--- src/rtl/mci_dmi_indirect_win.sv ---
// DMI indirect-access engine: NUM_WIN independent ADDR/DATA windows, each
// with a one-word read-prefetch buffer, optional address auto-increment and
// posted writes, plus a shared STATUS register (BUSY / sticky W1C ERR).

// One window: request FSM, address/data/buffer registers, sticky error bit.
module mci_dmi_indirect_win_lane #(
    parameter int ADDR_W = 16,
    parameter int DATA_W = 32
) (
    input  logic              clk,
    input  logic              rst_b,
    input  logic              addr_wr,
    input  logic              data_wr,
    input  logic              data_rd,
    input  logic              err_clr,
    input  logic [DATA_W-1:0] wdata,
    input  logic              gnt,
    input  logic              rvalid,
    input  logic [DATA_W-1:0] rdata,
    output logic              req,
    output logic              we,
    output logic [ADDR_W-1:0] addr,
    output logic [DATA_W-1:0] mem_wdata,
    output logic              auto_inc,
    output logic              busy,
    output logic              buf_valid,
    output logic              err,
    output logic [DATA_W-1:0] rbuf
);
    typedef enum logic [1:0] {IDLE, RD_REQ, RD_WAIT, WR_REQ} state_t;

    state_t state, state_nx;
    logic   inc, cap_rd, err_set;

    assign busy = (state != IDLE);

    // Accesses that hit a busy window, or read an empty buffer, are dropped and flagged.
    assign err_set = (busy & (addr_wr | data_wr)) | (data_rd & ~buf_valid);

    // State register.
    always_ff @(posedge clk or negedge rst_b) begin
        if (!rst_b) state <= IDLE;
        else        state <= state_nx;
    end

    // Next state and memory-port outputs; every write is followed by a buffer refresh.
    always_comb begin
        state_nx = state;
        req      = 1'b0;
        we       = 1'b0;
        inc      = 1'b0;
        cap_rd   = 1'b0;
        case (state)
            IDLE: begin
                if (addr_wr)                    state_nx = RD_REQ;
                else if (data_wr)               state_nx = WR_REQ;
                else if (data_rd && buf_valid) begin
                    inc      = 1'b1;
                    state_nx = RD_REQ;
                end
            end
            RD_REQ: begin
                req = 1'b1;
                if (gnt) state_nx = RD_WAIT;
            end
            RD_WAIT: begin
                if (rvalid) begin
                    cap_rd   = 1'b1;
                    state_nx = IDLE;
                end
            end
            WR_REQ: begin
                req = 1'b1;
                we  = 1'b1;
                if (gnt) begin
                    inc      = 1'b1;
                    state_nx = RD_REQ;
                end
            end
            default: state_nx = IDLE;
        endcase
    end

    // Window registers; an error set in the same cycle as its W1C clear wins.
    always_ff @(posedge clk or negedge rst_b) begin
        if (!rst_b) begin
            addr      <= '0;
            auto_inc  <= 1'b0;
            mem_wdata <= '0;
            rbuf      <= '0;
            buf_valid <= 1'b0;
            err       <= 1'b0;
        end else begin
            if (addr_wr && !busy) begin
                addr     <= wdata[ADDR_W-1:0];
                auto_inc <= wdata[DATA_W-1];
            end else if (inc) begin
                addr <= addr + ADDR_W'(auto_inc);
            end
            if (data_wr && !busy) mem_wdata <= wdata;
            if (cap_rd)           rbuf <= rdata;
            if (cap_rd)
                buf_valid <= 1'b1;
            else if (!busy && (addr_wr || data_wr || data_rd))
                buf_valid <= 1'b0;
            err <= (err & ~err_clr) | err_set;
        end
    end
endmodule

module mci_dmi_indirect_win #(
    parameter int         NUM_WIN  = 2,
    parameter logic [6:0] DMI_BASE = 7'h58,
    parameter int         ADDR_W   = 16,
    parameter int         DATA_W   = 32
) (
    input  logic                        clk,
    input  logic                        rst_b,
    input  logic                        dmi_reg_en,
    input  logic                        dmi_reg_wr_en,
    input  logic [6:0]                  dmi_reg_addr,
    input  logic [DATA_W-1:0]           dmi_reg_wdata,
    output logic [DATA_W-1:0]           dmi_reg_rdata,
    output logic [NUM_WIN-1:0]          win_req,
    output logic [NUM_WIN-1:0]          win_we,
    output logic [NUM_WIN*ADDR_W-1:0]   win_addr,
    output logic [NUM_WIN*DATA_W-1:0]   win_wdata,
    input  logic [NUM_WIN-1:0]          win_gnt,
    input  logic [NUM_WIN-1:0]          win_rvalid,
    input  logic [NUM_WIN*DATA_W-1:0]   win_rdata
);
    logic                             rd, wr, hit_s;
    logic [NUM_WIN-1:0]               hit_a, hit_d, busy, auto_inc, buf_valid, err;
    logic [NUM_WIN-1:0][ADDR_W-1:0]   addr;
    logic [NUM_WIN-1:0][DATA_W-1:0]   rbuf;
    logic [DATA_W-1:0]                rd_val;

    assign rd    = dmi_reg_en & ~dmi_reg_wr_en;
    assign wr    = dmi_reg_en &  dmi_reg_wr_en;
    assign hit_s = (dmi_reg_addr == 7'(DMI_BASE + 2*NUM_WIN));

    for (genvar g = 0; g < NUM_WIN; g++) begin : g_win
        assign hit_a[g] = (dmi_reg_addr == 7'(DMI_BASE + 2*g));
        assign hit_d[g] = (dmi_reg_addr == 7'(DMI_BASE + 2*g + 1));
        assign win_addr[g*ADDR_W +: ADDR_W] = addr[g];

        mci_dmi_indirect_win_lane #(.ADDR_W(ADDR_W), .DATA_W(DATA_W)) u_lane (
            .clk       (clk),
            .rst_b     (rst_b),
            .addr_wr   (wr & hit_a[g]),
            .data_wr   (wr & hit_d[g]),
            .data_rd   (rd & hit_d[g]),
            .err_clr   (wr & hit_s & dmi_reg_wdata[8+g]),
            .wdata     (dmi_reg_wdata),
            .gnt       (win_gnt[g]),
            .rvalid    (win_rvalid[g]),
            .rdata     (win_rdata[g*DATA_W +: DATA_W]),
            .req       (win_req[g]),
            .we        (win_we[g]),
            .addr      (addr[g]),
            .mem_wdata (win_wdata[g*DATA_W +: DATA_W]),
            .auto_inc  (auto_inc[g]),
            .busy      (busy[g]),
            .buf_valid (buf_valid[g]),
            .err       (err[g]),
            .rbuf      (rbuf[g])
        );
    end

    // Read-data mux; unmapped addresses and empty buffers read as zero.
    always_comb begin
        rd_val = '0;
        for (int i = 0; i < NUM_WIN; i++) begin
            if (hit_s) begin
                rd_val[i]   = busy[i];
                rd_val[8+i] = err[i];
            end
            if (hit_a[i]) begin
                rd_val[ADDR_W-1:0] = addr[i];
                rd_val[DATA_W-1]   = auto_inc[i];
            end
            if (hit_d[i] && buf_valid[i]) rd_val = rbuf[i];
        end
    end

    // Registered read data, held until the next read.
    always_ff @(posedge clk or negedge rst_b) begin
        if (!rst_b)  dmi_reg_rdata <= '0;
        else if (rd) dmi_reg_rdata <= rd_val;
    end
endmodule

--- config.mk ---
export PLATFORM = sky130hd
export DESIGN_NAME = mci_dmi_indirect_win
export DESIGN_NICKNAME = d
export VERILOG_FILES = /design/src/rtl/mci_dmi_indirect_win.sv
export SDC_FILE = /design/constraint.sdc
export NUM_CORES = 1
export LEC_CHECK = 0
export ABC_AREA = 1
export CORE_AREA = 5 5 164 166
export CTS_BUF_LIST = sky130_fd_sc_hd__clkbuf_8
export CTS_CLUSTER_SIZE = 24
export DETAILED_ROUTE_END_ITERATION = 12
export DIE_AREA = 0 0 169 171
export DONT_BUFFER_PORTS = 1
export PLACE_DENSITY_LB_ADDON = 0.08
export SYNTH_ARGS = -nofsm -noshare
export SYNTH_HDL_FRONTEND = slang
export SYNTH_HIERARCHICAL = 1
export SYNTH_SLANG_ARGS = --single-unit
--- constraint.sdc ---
create_clock -name clk -period 3.1 [get_ports clk]
set_input_delay 0.62 -clock clk [delete_from_list [all_inputs] [get_ports clk]]
set_output_delay 0.62 -clock clk [all_outputs]
set_load 0.01 [all_outputs]
Yosys cells after proc, flatten, opt, wreduce, memory -nomap -nowiden
Index checks and enable logic that the tools add are counted.
{"block": "word_totals", "ff_bits": 202}
{"block": "classes", "n_addsub": 2, "reduce_logical": 28, "eq_ne": 19, "muxes": 50, "bitwise_logic": 28}
{"op": "16-bit two-way mux", "count": 6}
{"op": "32-bit two-way mux", "count": 2}
{"op": "7-bit equality test, second input constant", "count": 5}
{"op": "16-bit by 1-bit adder with 16-bit output", "count": 2}
{"op": "1-bit two-way mux", "count": 26}
{"op": "2-bit two-way mux", "count": 12}
{"op": "1-bit AND", "count": 17}
{"op": "2-bit case mux with 4 select lines", "count": 2}
{"op": "2-bit != test, second input constant", "count": 6}
{"op": "2-bit nonzero test", "count": 6}
{"op": "1-bit logical AND", "count": 10}
{"op": "2-bit equality test, second input constant", "count": 4}
{"op": "4-bit by 1-bit != test with 1-bit output, second input constant", "count": 2}
{"op": "4-bit AND reduction", "count": 2}
{"op": "1-bit OR", "count": 6}
{"op": "1-bit NOT", "count": 5}
{"op": "2-bit by 1-bit equality test with 1-bit output, second input constant", "count": 2}
{"op": "2-bit logical NOT", "count": 2}
{"op": "1-bit logical OR", "count": 4}
{"op": "1-bit case mux with 2 select lines", "count": 2}
{"op": "2-bit OR reduction", "count": 2}
{"op": "1-bit logical NOT", "count": 2}

Longest topological paths before layout
Gate-level depths: netlist of the first run.
{"block": "logic_depth", "ltp_word": 10, "mapped_depth": 15, "depth_no_buf": 14}

By module
The synthesis of the first run kept the hierarchy.
{"module": "mci_dmi_indirect_win_lane at g_win[1].u_lane", "instances": 1, "cells_per_inst": 346, "seq_area_each_um2": 2127.0, "area_each_um2": 3822.4}
{"module": "mci_dmi_indirect_win_lane at g_win[0].u_lane", "instances": 1, "cells_per_inst": 345, "seq_area_each_um2": 2127.0, "area_each_um2": 3816.2}
{"module": "mci_dmi_indirect_win", "instances": 1, "cells_per_inst": 339, "seq_area_each_um2": 800.8, "area_each_um2": 2333.5}

Worst setup path after synthesis of the first run
OpenSTA, ideal clock, no wires.
{"block": "synth_path", "path_type": "input to register", "startpoint": "input dmi_reg_en", "endpoint": "register g_win[1].u_lane.addr[15]", "n_path_buf": 2, "t_arrival_ns": 2.091, "cell_stages": 14, "required_ns": 3.035, "slack_ns": 0.944, "cell_sequence": "inv_1 nor2_1 clkinv_1 buf_2 nor2_1 nand2_1 inv_1 nand3_1 nand2_2 nand2_4 nor2_8 buf_6 nand3_1 nand2_1"}
{"block": "synth_between", "elab_chain_len": 8}
{"item": "from (decl)", "line_no": "119", "rtl": "input logic dmi_reg_en,"}
{"item": "1-bit AND", "line_no": "138", "rtl": "assign rd = dmi_reg_en & ~dmi_reg_wr_en;"}
{"item": "1-bit AND", "line_no": "152", "rtl": ".data_rd (rd & hit_d[g]),"}
{"item": "1-bit logical AND", "line_no": "57", "rtl": "else if (data_rd && buf_valid) begin"}
{"item": "1-bit two-way mux", "line_no": "57"}
{"item": "1-bit two-way mux", "line_no": "56", "rtl": "else if (data_wr) state_nx = WR_REQ;"}
{"item": "1-bit two-way mux", "line_no": "55", "rtl": "if (addr_wr) state_nx = RD_REQ;"}
{"item": "1-bit case mux with 2 select lines", "line_no": "53", "rtl": "case (state)"}
{"item": "2-bit nonzero test (no source line)"}
{"item": "to (signal assigned)", "line_no": "95", "rtl": "addr <= wdata[ADDR_W-1:0];"}
{"item": "to (signal assigned)", "line_no": "98", "rtl": "addr <= addr + ADDR_W'(auto_inc);"}
{"item": "to (decl)", "line_no": "22", "rtl": "output logic [ADDR_W-1:0] addr,"}
Parallel ways exist; a longest one is shown, timed or not.
A chain may end at the register's enable or synchronous reset.

Worst setup path in the final report of the first run
{"block": "layout_path", "startpoint": "register g_win[0].u_lane.state[0]", "endpoint": "output win_req[0]"}
{"block": "layout_between", "elab_chain_len": 3}
{"item": "from (decl)", "line_no": "32", "rtl": "state_t state, state_nx;"}
{"item": "from (signal assigned)", "line_no": "43", "rtl": "else state <= state_nx;"}
{"item": "2-bit by 1-bit equality test with 1-bit output / 2-bit equality test (equally long branches)", "line_no": "53"}
{"item": "2-bit OR reduction (no source line) (*)"}
{"item": "1-bit two-way mux (*)", "line_no": "53"}
{"item": "to (decl)", "line_no": "124", "rtl": "output logic [NUM_WIN-1:0] win_req,"}
Every way passes the cells marked *; elsewhere a longest branch is shown, timed or not.

==> results.py, run 1 <==
metrics = {
    "run_status": {
        "run_status": "finished, violations left",
        "failed_checks": "negative hold slack",
    },
    "synthesis": {
        "yosys_warnings": 6,
        "synthCells": 1030,
        "synthesis.area_per_instance_um2": 9.68,
        "syn_nets": 1155,
        "synth.ff_latch_count": 202,
        "synth_sequential_area_ratio_pct": 50.7,
        "synth_cell_types": 31,
        "syn_area_mm2": 0.00997,
    },
    "floorplan": {
        "rows": 59,
        "area_of_the_core_mm2": 0.0255,
        "initial_core_util_pct": 39.2,
        "floorplan.io_pins": 243,
        "chipWidth_um": 169,
        "die_h_um": 171,
        "design.die.area_mm2": 0.0289,
    },
    "timing": {
        "final-setup-viol-count": 0,
        "fin_skew_ns": 0.0110,
        "achievable-frequency_mhz": 472,
        "worst_slew_pin_slew_ns": 0.908,
        "period_needed_ns": 2.12,
        "final.hold.worst_slack_ns": -0.193,
        "timing.final.max_slew_violations": 0,
        "max-slew-margin-rel_pct": 39.2,
        "timing.final.ws_setup_ns": 0.981,
        "min_period_over_period_pct": 68.4,
        "final-hold-violation-count": 202,
        "setup_total_negative_slack_ns": 0,
        "grt_setup_unrepaired": "no",
    },
    "clock_tree": {
        "cts.root.buffer_cell": "sky130_fd_sc_hd__clkbuf_8",
        "worst_setup_hold_path_clk_slew_ns": 0.05,
        "ctsLongestPathBuffers": 3,
        "cts-buffers-inserted": 38,
        "cts_num_sinks": 202,
        "cts_resized": 0,
        "cts-htree-levels": 2,
        "tritoncts_clock_tree": "built",
        "clock_latency_ns": 0.52,
    },
    "critical_path": {
        "reg2reg_slack_ns": 1.08,
        "critPathArrivalTime_ns": 1.50,
        "critPathKind": "reg2out",
        "worst_r2r_endpoint": "g_win[1].u_lane/addr[14]",
        "worst-path-max-fanout": 4,
        "cp-start-kind": "flop",
        "worstRegToRegCells": 9,
        "data_required_critical_path_ns": 2.48,
        "crit_path_end_kind": "primary output",
        "rr_startpoint": "g_win[1].u_lane/addr[0]",
    },
    "drt": {
        "finalWirelength_um": 27900,
        "dr.first_iter.drc_count": 411,
        "wl_per_cell_um": 20.1,
        "drt_pass1_iterations": 4,
        "dr_vias": 7234,
        "vias_per_cell": 5.20,
        "detail-route-antenna-nets": 0,
        "drt_drc_violations_left": 0,
    },
    "power": {
        "cell_internal_pwr_w": 0.00531,
        "sw_frac_of_total_pct": 30.8,
        "seqPwrFrac_pct": 50.3,
        "leakagePower_nw": 5.34,
        "net-switching-power_w": 0.00236,
        "clock_power_share_pct": 32.0,
        "combinationalPowerShare_pct": 17.6,
        "power_density_mw_per_mm2": 704,
        "total_power_w": 0.00767,
        "vdd_drop_max_uv": 335,
    },
    "placement": {
        "dp_worst_setup_slack_ns": 0.681,
        "final_replace_weighted_congestion": 0.822,
        "dp_hpwl_um": 19800,
        "port_buffers": 0,
    },
    "hold_path": {
        "hold_path.class": "in2async",
    },
    "global_route": {
        "pin_count_of_the_biggest_net_entering_global_routing": 203,
        "grt_pass1_wl_um": 43700,
        "global_route.overflow_total": 0,
        "globalRouteTotalUtil_pct": 19.0,
        "grt_antenna_before_repair": 0,
        "vias_in_the_first_global_route": 7416,
    },
    "job": {
        "max-cap-violations": 0,
    },
    "final_layout": {
        "drive_gt1_share_pct": 20.6,
        "post-route-util_pct": 42.8,
        "syn2layout_area_growth_pct": 9.31,
        "fin_nets": 1159,
        "num_antenna_cells": 0,
        "filler_cell_count": 2545,
    },
}
[repair_timing]
| item | 4_1_cts | 5_1_grt |
|---|---|---|
| setup buffers | 0 | 0 |
| endpoints found under the setup margin | 0 | 0 |
| endpoints found under the hold margin | 202 | 202 |
[critical path, stage by stage (launching register included)]
cell,delay (ns)
sky130_fd_sc_hd__dfrtp_1,0.41
sky130_fd_sc_hd__ha_1,0.30
sky130_fd_sc_hd__nor2_1,0.16
sky130_fd_sc_hd__inv_1,0.12
[worst max-delay path by stage]
stage | startpoint | to | cells past startpoint
after floorplan | dmi_reg_en | g_win[1].u_lane/addr[15] | 14
after global placement | dmi_reg_addr[2] | g_win[1].u_lane/addr[14] | 12
after detailed placement | dmi_reg_addr[2] | g_win[1].u_lane/addr[8] | 12
after CTS | g_win[0].u_lane/state[0] | win_req[0] | 3
after global routing | g_win[0].u_lane/state[0] | win_req[0] | 3
final | g_win[0].u_lane/state[0] | win_req[0] | 3
[flip-flops by register name (all words and copies together) (netlist names)]
register,count
g_win.u_lane/auto_inc,2
g_win.u_lane/rbuf,64
dmi_reg_rdata,32
g_win.u_lane/state,4
g_win.u_lane/addr,32
g_win.u_lane/err,2
g_win.u_lane/buf_valid,2
g_win.u_lane/mem_wdata,64
[layout make-up]
type / instances / area, µm² / share of cell area [%]
Sequential cell: 202 / 5050 / 46.4
Multi-Input combinational cell: 705 / 4360 / 40.0
Clock buffer: 48 / 661 / 6.06
Tap cell: 335 / 419 / 3.85
Inverter: 78 / 293 / 2.69
Timing Repair Buffer: 9 / 67.6 / 0.620
Clock inverter: 13 / 50.0 / 0.459
[through the flow]
step / std cells / area, µm² / hold WS, ns
3_5_place_dp: 1329 / 10200 / 0.333
3_3_place_gp: 1329 / 10200 / 0.333
5_1_grt: 1390 / 10900 / -0.240
6_report: 1390 / 10900 / -0.193
4_1_cts: 1390 / 10900 / -0.237
2_1_floorplan: 1030 / 9970 / 0.324
[layout by cell type (no fill, tap or decap), drive strengths merged]
master / instances
nand2: 261
dfrtp: 202
mux2: 126
nand3: 126
inv: 89
nor2: 65
clkbuf: 48
nand4: 30
o21ai: 29
nand3b: 17
a31oi: 15
ha: 14
buf: 9
xnor2: 8
xor2: 6
o221ai: 4
a21oi: 4
clkinv: 2
[synthesized netlist by cell type (all sizes together)]
cell type	n	area [µm²]
nand3b	17	128
o221ai	4	35.0
a21oi	4	20.0
mux2	126	1420
clkinv	1	3.75
nor2	65	330
ha	14	175
buf	39	255
inv	77	289
nand3	126	648
xor2	6	52.6
dfrtp	202	5050
nand2	261	1010
xnor2	8	70.1
nand4	30	188
clkbuf	6	23.8
a31oi	15	93.8
o21ai	29	171
[kinds of logic after synthesis]
kind of cell | share of synthesized area (%)
adder cells (fa/ha/maj) | 1.76
AO/OA/AOI/OAI | 3.21
XOR/XNOR | 1.23
buffers and inverters | 5.73
flip-flops | 50.7
multiplexers | 14.2
AND/OR/NAND/NOR | 23.1
[power groups by stage]
stage / logic, W / registers [W] / clock network, W
floorplan: 0.00117 / 0.00368 / 0
global placement: 0.00135 / 0.00390 / 0
detailed placement: 0.00137 / 0.00390 / 0
CTS: 0.00138 / 0.00386 / 0.00256
global route: 0.00153 / 0.00394 / 0.00267
finish: 0.00135 / 0.00386 / 0.00246
[metal layers]
layer / track usage [%] / vias up / share of wire (%)
met5: 0 / - / 0
met4: 4.90 / 0 / 1.6
met3: 6.45 / 35 / 8.7
met2: 28.1 / 224 / 44
met1: 26.9 / 3524 / 46
li1: - / 3451 / -
No activity file was read; power rests on OpenSTA's default activity.
==> run 2: changes to the inputs <==
--- a/config.mk
+++ b/config.mk
@@ -5,12 +5,12 @@
 export SDC_FILE = /design/constraint.sdc
 export NUM_CORES = 1
 export LEC_CHECK = 0
-export ABC_AREA = 1
-export CORE_AREA = 5 5 164 166
+export ABC_AREA = 0
+export CORE_AREA = 5 5 159 161
 export CTS_BUF_LIST = sky130_fd_sc_hd__clkbuf_8
 export CTS_CLUSTER_SIZE = 24
 export DETAILED_ROUTE_END_ITERATION = 12
-export DIE_AREA = 0 0 169 171
+export DIE_AREA = 0 0 164 166
 export DONT_BUFFER_PORTS = 1
 export PLACE_DENSITY_LB_ADDON = 0.08
 export SYNTH_ARGS = -nofsm -noshare
==> constraint.sdc (replaced) <==
create_clock -name clk -period 1.9 [get_ports clk]
set_input_delay 0.38 -clock clk [delete_from_list [all_inputs] [get_ports clk]]
set_output_delay 0.38 -clock clk [all_outputs]
set_load 0.01 [all_outputs]
==> run 2 against run 1 <==
  * The flow finishes with violations (negative hold slack, negative setup slack)
  * Cell area up 13%
  * Clock skew up 0.0073 ns
  * Utilization up 9.0 points
  * Count of clock-buffer cells in the layout down 1
  * Largest power group unchanged
  * Hold slack worse by 0.24 ns
  * First-iteration DRC count down 11%
  * Power up 70%
  * Synthesized area down 6.2%
==> results.py, run 2 <==
metrics = {
    "synthesis": {
        "synth_top_cells_by_count": "202 x sky130_fd_sc_hd__dfrtp_1, 129 x sky130_fd_sc_hd__mux2_2, 86 x sky130_fd_sc_hd__nor2_1",
        "yosys_warnings": 6,
        "ys.flop_type": "sky130_fd_sc_hd__dfrtp_1",
        "post_synth_and_or_nand_nor_area_fraction_pct": 12.8,
        "synth-compound-area-share_pct": 10.3,
        "synth.ff_latch_count": 202,
        "syn_nets": 924,
        "synthAdderAreaFrac_pct": 1.87,
        "portion_of_synthesized_cell_area_occupied_by_the_leading_cell_type_pct": 54.1,
        "synthesis.area_per_instance_um2": 11.7,
        "syn_area_mm2": 0.00935,
        "synth.mux.area_fraction_pct": 18.0,
        "synthCells": 799,
        "synth_xor_xnor_area_share_pct": 0,
        "yosys.cell_count.top_type": "sky130_fd_sc_hd__dfrtp_1",
        "async_flop_share_pct": 100,
        "post_synth_edffs": 0,
        "synth_sequential_area_ratio_pct": 54.1,
        "synth_top_area_cell": "sky130_fd_sc_hd__dfrtp_1",
        "main_combinational_cell_family_by_area_after_synthesis": "multiplexers",
        "synth_cell_types": 49,
        "yosys-top-cells-area": "sky130_fd_sc_hd__dfrtp_1 54%, sky130_fd_sc_hd__mux2_2 16%, sky130_fd_sc_hd__nor2_1 3.5%",
    },
    "run_status": {
        "failed_checks": "negative hold slack, negative setup slack",
        "run_status": "finished, violations left",
    },
    "timing": {
        "setup_total_negative_slack_ns": -6.04,
        "achievable-frequency_mhz": 450,
        "final-hold-violation-count": 202,
        "max-slew-margin-rel_pct": 60.6,
        "min_period_over_period_pct": 117,
        "timing.final.ws_setup_ns": -0.323,
        "final.hold.worst_slack_ns": -0.434,
        "period_needed_ns": 2.22,
        "timing.final.max_slew_violations": 0,
        "fin_skew_ns": 0.0183,
        "final-setup-viol-count": 30,
        "grt_setup_unrepaired": "yes",
        "worst_slew_pin_slew_ns": 0.591,
    },
    "clock_tree": {
        "cts.root.buffer_cell": "sky130_fd_sc_hd__clkbuf_8",
        "ctsLongestPathBuffers": 3,
        "cts-buffers-inserted": 37,
        "tritoncts_clock_tree": "built",
        "worst_setup_hold_path_clk_slew_ns": 0.06,
        "clock_latency_ns": 0.52,
        "cts_num_sinks": 202,
        "cts-htree-levels": 2,
    },
    "drt": {
        "dr.first_iter.drc_count": 364,
        "dr_vias": 7230,
        "wl_per_cell_um": 21.8,
        "finalWirelength_um": 28900,
        "drt_drc_violations_left": 0,
        "detail-route-antenna-nets": 0,
        "drt_pass1_iterations": 5,
        "vias_per_cell": 5.46,
    },
    "critical_path": {
        "data_required_critical_path_ns": 2.34,
        "worst-path-max-fanout": 7,
        "rr_startpoint": "g_win[1].u_lane/state[1]",
        "worst_r2r_endpoint": "g_win[1].u_lane/addr[7]",
        "critPathArrivalTime_ns": 2.66,
        "reg2reg_slack_ns": -0.32,
        "slowest_stage": "sky130_fd_sc_hd__or4_1",
        "worst_path_largest_cell_delay_ns": 0.49,
        "critPathKind": "reg2reg",
        "worstRegToRegCells": 7,
        "crit_path_end_kind": "flop",
        "crit_chain": "inv_2 -> ha_4 -> or3b_4 -> o31a_1 -> buf_12 -> or4_1 -> a31oi_1",
        "cp-start-kind": "flop",
    },
    "power": {
        "total_power_w": 0.0131,
        "leakagePower_nw": 5.59,
        "vdd_drop_max_uv": 579,
        "power_density_mw_per_mm2": 1060,
    },
    "final_layout": {
        "post-route-util_pct": 51.8,
        "fin_nets": 1100,
        "most_frequent_standard_cell_in_the_layout_excluding_fill_and_tap_cells": "sky130_fd_sc_hd__dfrtp_1",
        "syn2layout_area_growth_pct": 32.0,
        "final_cell_mix": "202 x sky130_fd_sc_hd__dfrtp_1, 129 x sky130_fd_sc_hd__mux2_2, 100 x sky130_fd_sc_hd__dlygate4sd3_1",
        "drive_gt1_share_pct": 31.5,
        "reg_top3": "g_win.u_lane/mem_wdata x64, g_win.u_lane/rbuf x64",
    },
    "global_route": {
        "vias_in_the_first_global_route": 7810,
        "global_route.overflow_total": 0,
        "grt_antenna_before_repair": 1,
        "pin_count_of_the_biggest_net_entering_global_routing": 203,
        "globalRouteTotalUtil_pct": 20.9,
        "grt_pass1_wl_um": 45000,
    },
    "floorplan": {
        "initial_core_util_pct": 39.3,
        "design.die.area_mm2": 0.0272,
        "rows": 57,
        "area_of_the_core_mm2": 0.0238,
        "die_h_um": 166,
        "floorplan.io_pins": 243,
        "chipWidth_um": 164,
    },
    "placement": {
        "dp_hpwl_um": 19400,
        "port_buffers": 0,
        "final_replace_weighted_congestion": 0.831,
        "dp_worst_setup_slack_ns": -0.551,
    },
    "job": {
        "max-cap-violations": 0,
    },
    "hold_path": {
        "hold_path.class": "in2async",
    },
}
[run 2: changes by cell type in the layout (fill, tap and decap cells not counted), moves of 15 or more]
cell and delta:
sky130_fd_sc_hd__a211oi_1 +15, sky130_fd_sc_hd__a221oi_1 +17, sky130_fd_sc_hd__buf_4 +56, sky130_fd_sc_hd__dlygate4sd3_1 +100, sky130_fd_sc_hd__inv_1 -62, sky130_fd_sc_hd__mux2i_1 +22
sky130_fd_sc_hd__nand2_1 -215, sky130_fd_sc_hd__nand3_1 -106, sky130_fd_sc_hd__nand3b_1 -15, sky130_fd_sc_hd__nand4_1 -19, sky130_fd_sc_hd__nor2_1 +27, sky130_fd_sc_hd__o211ai_1 +15
sky130_fd_sc_hd__o31ai_1 +15
[run 2: timing repair]
item | in CTS | in global routing
hold endpoints to repair | 340 | 205
endpoints found under the setup margin | 30 | 44
pin swaps | 18 | 29
gates cloned | 1 | 1
gates resized for setup | 28 | 22
setup buffers | 3 | 5
hold buffers | 97 | 3
[run 2: layout make-up]
type | count | area, µm²
Fill cell | 2205 | 11500
Sequential cell | 202 | 5050
Multi-Input combinational cell | 534 | 4280
Timing Repair Buffer | 184 | 1820
Clock buffer | 47 | 647
Tap cell | 324 | 405
Clock inverter | 17 | 71.3
Inverter | 16 | 60.1
Antenna cell | 1 | 2.50
[run 2: report_power, final]
part	internal (W)	total [W]	switching, W
Combinational	0.00176	0.00318	0.00142
Clock	0.00221	0.00400	0.00179
Sequential	0.00525	0.00589	0.000635
[run 2: routing by layer]
layer	up-vias	routed length [µm]	share of wire [%]	GRT usage [%]
li1	3314	-	-	-
met1	3621	12000	42	26.4
met2	249	13800	48	33.9
met3	46	2450	8.5	7.50
met4	0	608	2.1	5.94
met5	-	0	0	0
[run 2: per-stage QoR]
stage	hold slack, ns	instances	cell area, µm²
floorplan	0.0844	799	9500
global placement	0.0924	1154	10300
detailed placement	0.0907	1154	10300
CTS	-0.473	1318	12200
global route	-0.481	1325	12300
finish	-0.434	1325	12300
[run 2: critical path, delay by kind of cell, from the launching register on]
family	cells	cell delay, ns
flip-flops	1	0.39
buffers and inverters	2	0.24
adder cells (fa/ha/maj)	1	0.13
AO/OA/AOI/OAI	2	0.52
AND/OR/NAND/NOR	2	0.86
[run 2: logic make-up after synthesis]
family,Yosys count
fa+ha+maj,14
mux,152
flops,202
simple gates,229
buf+inv,63
compound gates,139
[run 2: worst max-delay path by stage]
stage	from	end	depth (start not counted)
after detailed placement	dmi_reg_addr[5]	g_win[0].u_lane/addr[11]	9
after global placement	dmi_reg_addr[5]	g_win[0].u_lane/addr[11]	8
final	g_win[1].u_lane/state[1]	g_win[1].u_lane/addr[7]	7
after floorplan	dmi_reg_addr[5]	g_win[1].u_lane/addr[12]	9
after global routing	g_win[1].u_lane/state[0]	g_win[1].u_lane/addr[7]	7
after CTS	g_win[1].u_lane/state[1]	g_win[1].u_lane/addr[12]	7
==> run 3: changes to the inputs <==
==> constraint.sdc (replaced) <==
create_clock -name clk -period 2.2 [get_ports clk]
set_input_delay 0.44 -clock clk [delete_from_list [all_inputs] [get_ports clk]]
set_output_delay 0.44 -clock clk [all_outputs]
set_load 0.01 [all_outputs]
==> run 3 against run 2 <==
  * The run still ends with negative hold slack, negative setup slack left
  * Setup slack better by 0.31 ns
  * Largest cell class unchanged
  * Highest routed layer is now met5
  * Combinational power decreased by 26%
  * Sequential share of layout area rose by 4.1 points
==> results.py, run 3 (synthesis results as in run 2) <==
metrics = {
    "power": {
        "vdd_drop_max_uv": 388,
        "power_density_mw_per_mm2": 1000,
        "total_power_w": 0.0113,
        "leakagePower_nw": 5.10,
    },
    "critical_path": {
        "critPathKind": "reg2reg",
        "critPathArrivalTime_ns": 2.65,
        "crit_path_end_kind": "flop",
        "worst-path-max-fanout": 7,
        "cp-start-kind": "flop",
        "data_required_critical_path_ns": 2.63,
    },
    "final_layout": {
        "fin_nets": 987,
        "post-route-util_pct": 47.1,
        "final_cell_mix": "202 x sky130_fd_sc_hd__dfrtp_1, 129 x sky130_fd_sc_hd__mux2_2, 82 x sky130_fd_sc_hd__nor2_1",
        "most_frequent_standard_cell_in_the_layout_excluding_fill_and_tap_cells": "sky130_fd_sc_hd__dfrtp_1",
        "finalInstanceArea_mm2": 0.0112,
        "filler_cell_count": 2225,
        "syn2layout_area_growth_pct": 20.1,
        "reg_top3": "g_win.u_lane/mem_wdata x64, g_win.u_lane/rbuf x64",
        "drive_gt1_share_pct": 33.7,
    },
    "clock_tree": {
        "ctsLongestPathBuffers": 3,
        "cts-buffers-inserted": 38,
        "cts.root.buffer_cell": "sky130_fd_sc_hd__clkbuf_8",
        "tritoncts_clock_tree": "built",
        "cts_hold_buf": 1,
        "clock_latency_ns": 0.53,
        "worst_setup_hold_path_clk_slew_ns": 0.06,
        "cts-htree-levels": 2,
        "cts_num_sinks": 202,
    },
    "floorplan": {
        "initial_core_util_pct": 39.3,
        "chipWidth_um": 164,
        "rows": 57,
        "floorplan.io_pins": 243,
        "die_h_um": 166,
        "design.die.area_mm2": 0.0272,
        "area_of_the_core_mm2": 0.0238,
    },
    "timing": {
        "final-hold-violation-count": 202,
        "max-slew-margin-rel_pct": 36.8,
        "fin_skew_ns": 0.0226,
        "final.hold.worst_slack_ns": -0.390,
        "timing.final.ws_setup_ns": -0.0112,
        "min_period_over_period_pct": 101,
        "final-setup-viol-count": 2,
        "grt_setup_unrepaired": "yes",
        "worst_slew_pin_slew_ns": 0.945,
        "achievable-frequency_mhz": 452,
        "timing.final.max_slew_violations": 0,
        "period_needed_ns": 2.21,
    },
    "drt": {
        "wl_per_cell_um": 22.7,
        "dr_vias": 6878,
        "wire_length_on_met3_um": 2990,
        "vias_per_cell": 5.66,
        "detail-route-antenna-nets": 0,
        "dr.first_iter.drc_count": 617,
        "finalWirelength_um": 27600,
        "routed.top_layer": "met5",
        "met1_length_um": 11100,
        "drt_drc_violations_left": 0,
        "detailroute.wirelength.met2_um": 12700,
        "drt_pass1_iterations": 5,
    },
    "global_route": {
        "grt_pass1_wl_um": 42400,
        "vias_in_the_first_global_route": 7151,
        "globalRouteTotalUtil_pct": 19.7,
        "pin_count_of_the_biggest_net_entering_global_routing": 203,
        "grt_antenna_before_repair": 2,
        "global_route.overflow_total": 0,
    },
    "run_status": {
        "failed_checks": "negative hold slack, negative setup slack",
        "run_status": "finished, violations left",
    },
    "placement": {
        "port_buffers": 0,
        "dp_worst_setup_slack_ns": -0.279,
        "final_replace_weighted_congestion": 0.837,
        "dp_hpwl_um": 19100,
        "place_area_mm2": 0.0101,
    },
    "job": {
        "max-cap-violations": 0,
    },
    "hold_path": {
        "hold_path.class": "in2async",
    },
}
run 3: changes by cell type in the layout (fill, tap and decap cells not counted), moves of 3 or more:
cell,before,now
sky130_fd_sc_hd__buf_6,6,3
sky130_fd_sc_hd__o31ai_1,15,11
sky130_fd_sc_hd__buf_12,10,4
sky130_fd_sc_hd__clkbuf_8,47,56
sky130_fd_sc_hd__dlygate4sd3_1,100,1
sky130_fd_sc_hd__buf_4,65,59
run 3: path summary, 6_finish.rpt:
check	start	slack, ns	depth (start not counted)	endpoint
worst max-delay path	g_win[1].u_lane/state[0]	-0.01	7	g_win[1].u_lane/addr[14]
min in group clk	win_rdata[6]	0.05	1	g_win[0].u_lane/rbuf[6]
worst max register to register	g_win[1].u_lane/state[0]	-0.01	7	g_win[1].u_lane/addr[14]
worst min register to register	g_win[0].u_lane/rbuf[5]	0.50	1	g_win[0].u_lane/rbuf[5]
worst min-delay path	rst_b	-0.39	0	dmi_reg_rdata[13]
max in group asynchronous	rst_b	2.36	0	g_win[0].u_lane/mem_wdata[2]
run 3: per-stage QoR:
| step | cells | hold WS, ns | setup TNS [ns] |
|---|---|---|---|
| final | 1215 | -0.390 | -0.0128 |
| after global routing | 1215 | -0.424 | -0.653 |
| after CTS | 1212 | -0.427 | -0.0559 |
| after detailed placement | 1138 | 0.151 | -4.67 |
| after global placement | 1138 | 0.152 | -3.94 |
| after floorplan | 799 | 0.144 | -3.85 |
run 3: timing repair:
action | CTS | global route
pin swaps | 17 | 26
buffers inserted | 4 | 2
gates resized for setup | 16 | 25
hold endpoints to repair | 203 | 202
setup endpoints to repair | 9 | 28
cloned | 1 | 1
run 3: layout make-up:
type,count,area [µm²],area share (%)
multi-input combinational,534,4260,38.0
inverter,16,60.1,0.535
clock inverter,12,47.5,0.423
tap,324,405,3.61
antenna,1,2.50,0.0223
sequential,202,5050,45.0
timing repair buffer,70,622,5.54
clock buffer,56,771,6.87
run 3: critical path, cell delays in order, from the launching register on:
cell and delay [ns]:
sky130_fd_sc_hd__dfrtp_1 0.39, sky130_fd_sc_hd__inv_2 0.08, sky130_fd_sc_hd__ha_4 0.13, sky130_fd_sc_hd__or3b_4 0.37, sky130_fd_sc_hd__o31a_1 0.30, sky130_fd_sc_hd__buf_12 0.16, sky130_fd_sc_hd__or4_4 0.49, sky130_fd_sc_hd__a31oi_4 0.19
run 3: routing by layer:
layer,up-vias,track usage [%]
met2,304,30.8
met1,3438,25.4
li1,3075,-
met4,2,6.49
met3,59,7.32
met5,-,0
run 3: power by group:
group	total [W]	switching (W)	leakage, nW	internal [W]
registers	0.00511	0.000570	2.63	0.00453
clock network	0.00379	0.00156	0.464	0.00223
logic	0.00236	0.00106	2.01	0.00130
total	0.0113	0.00319	5.10	0.00806
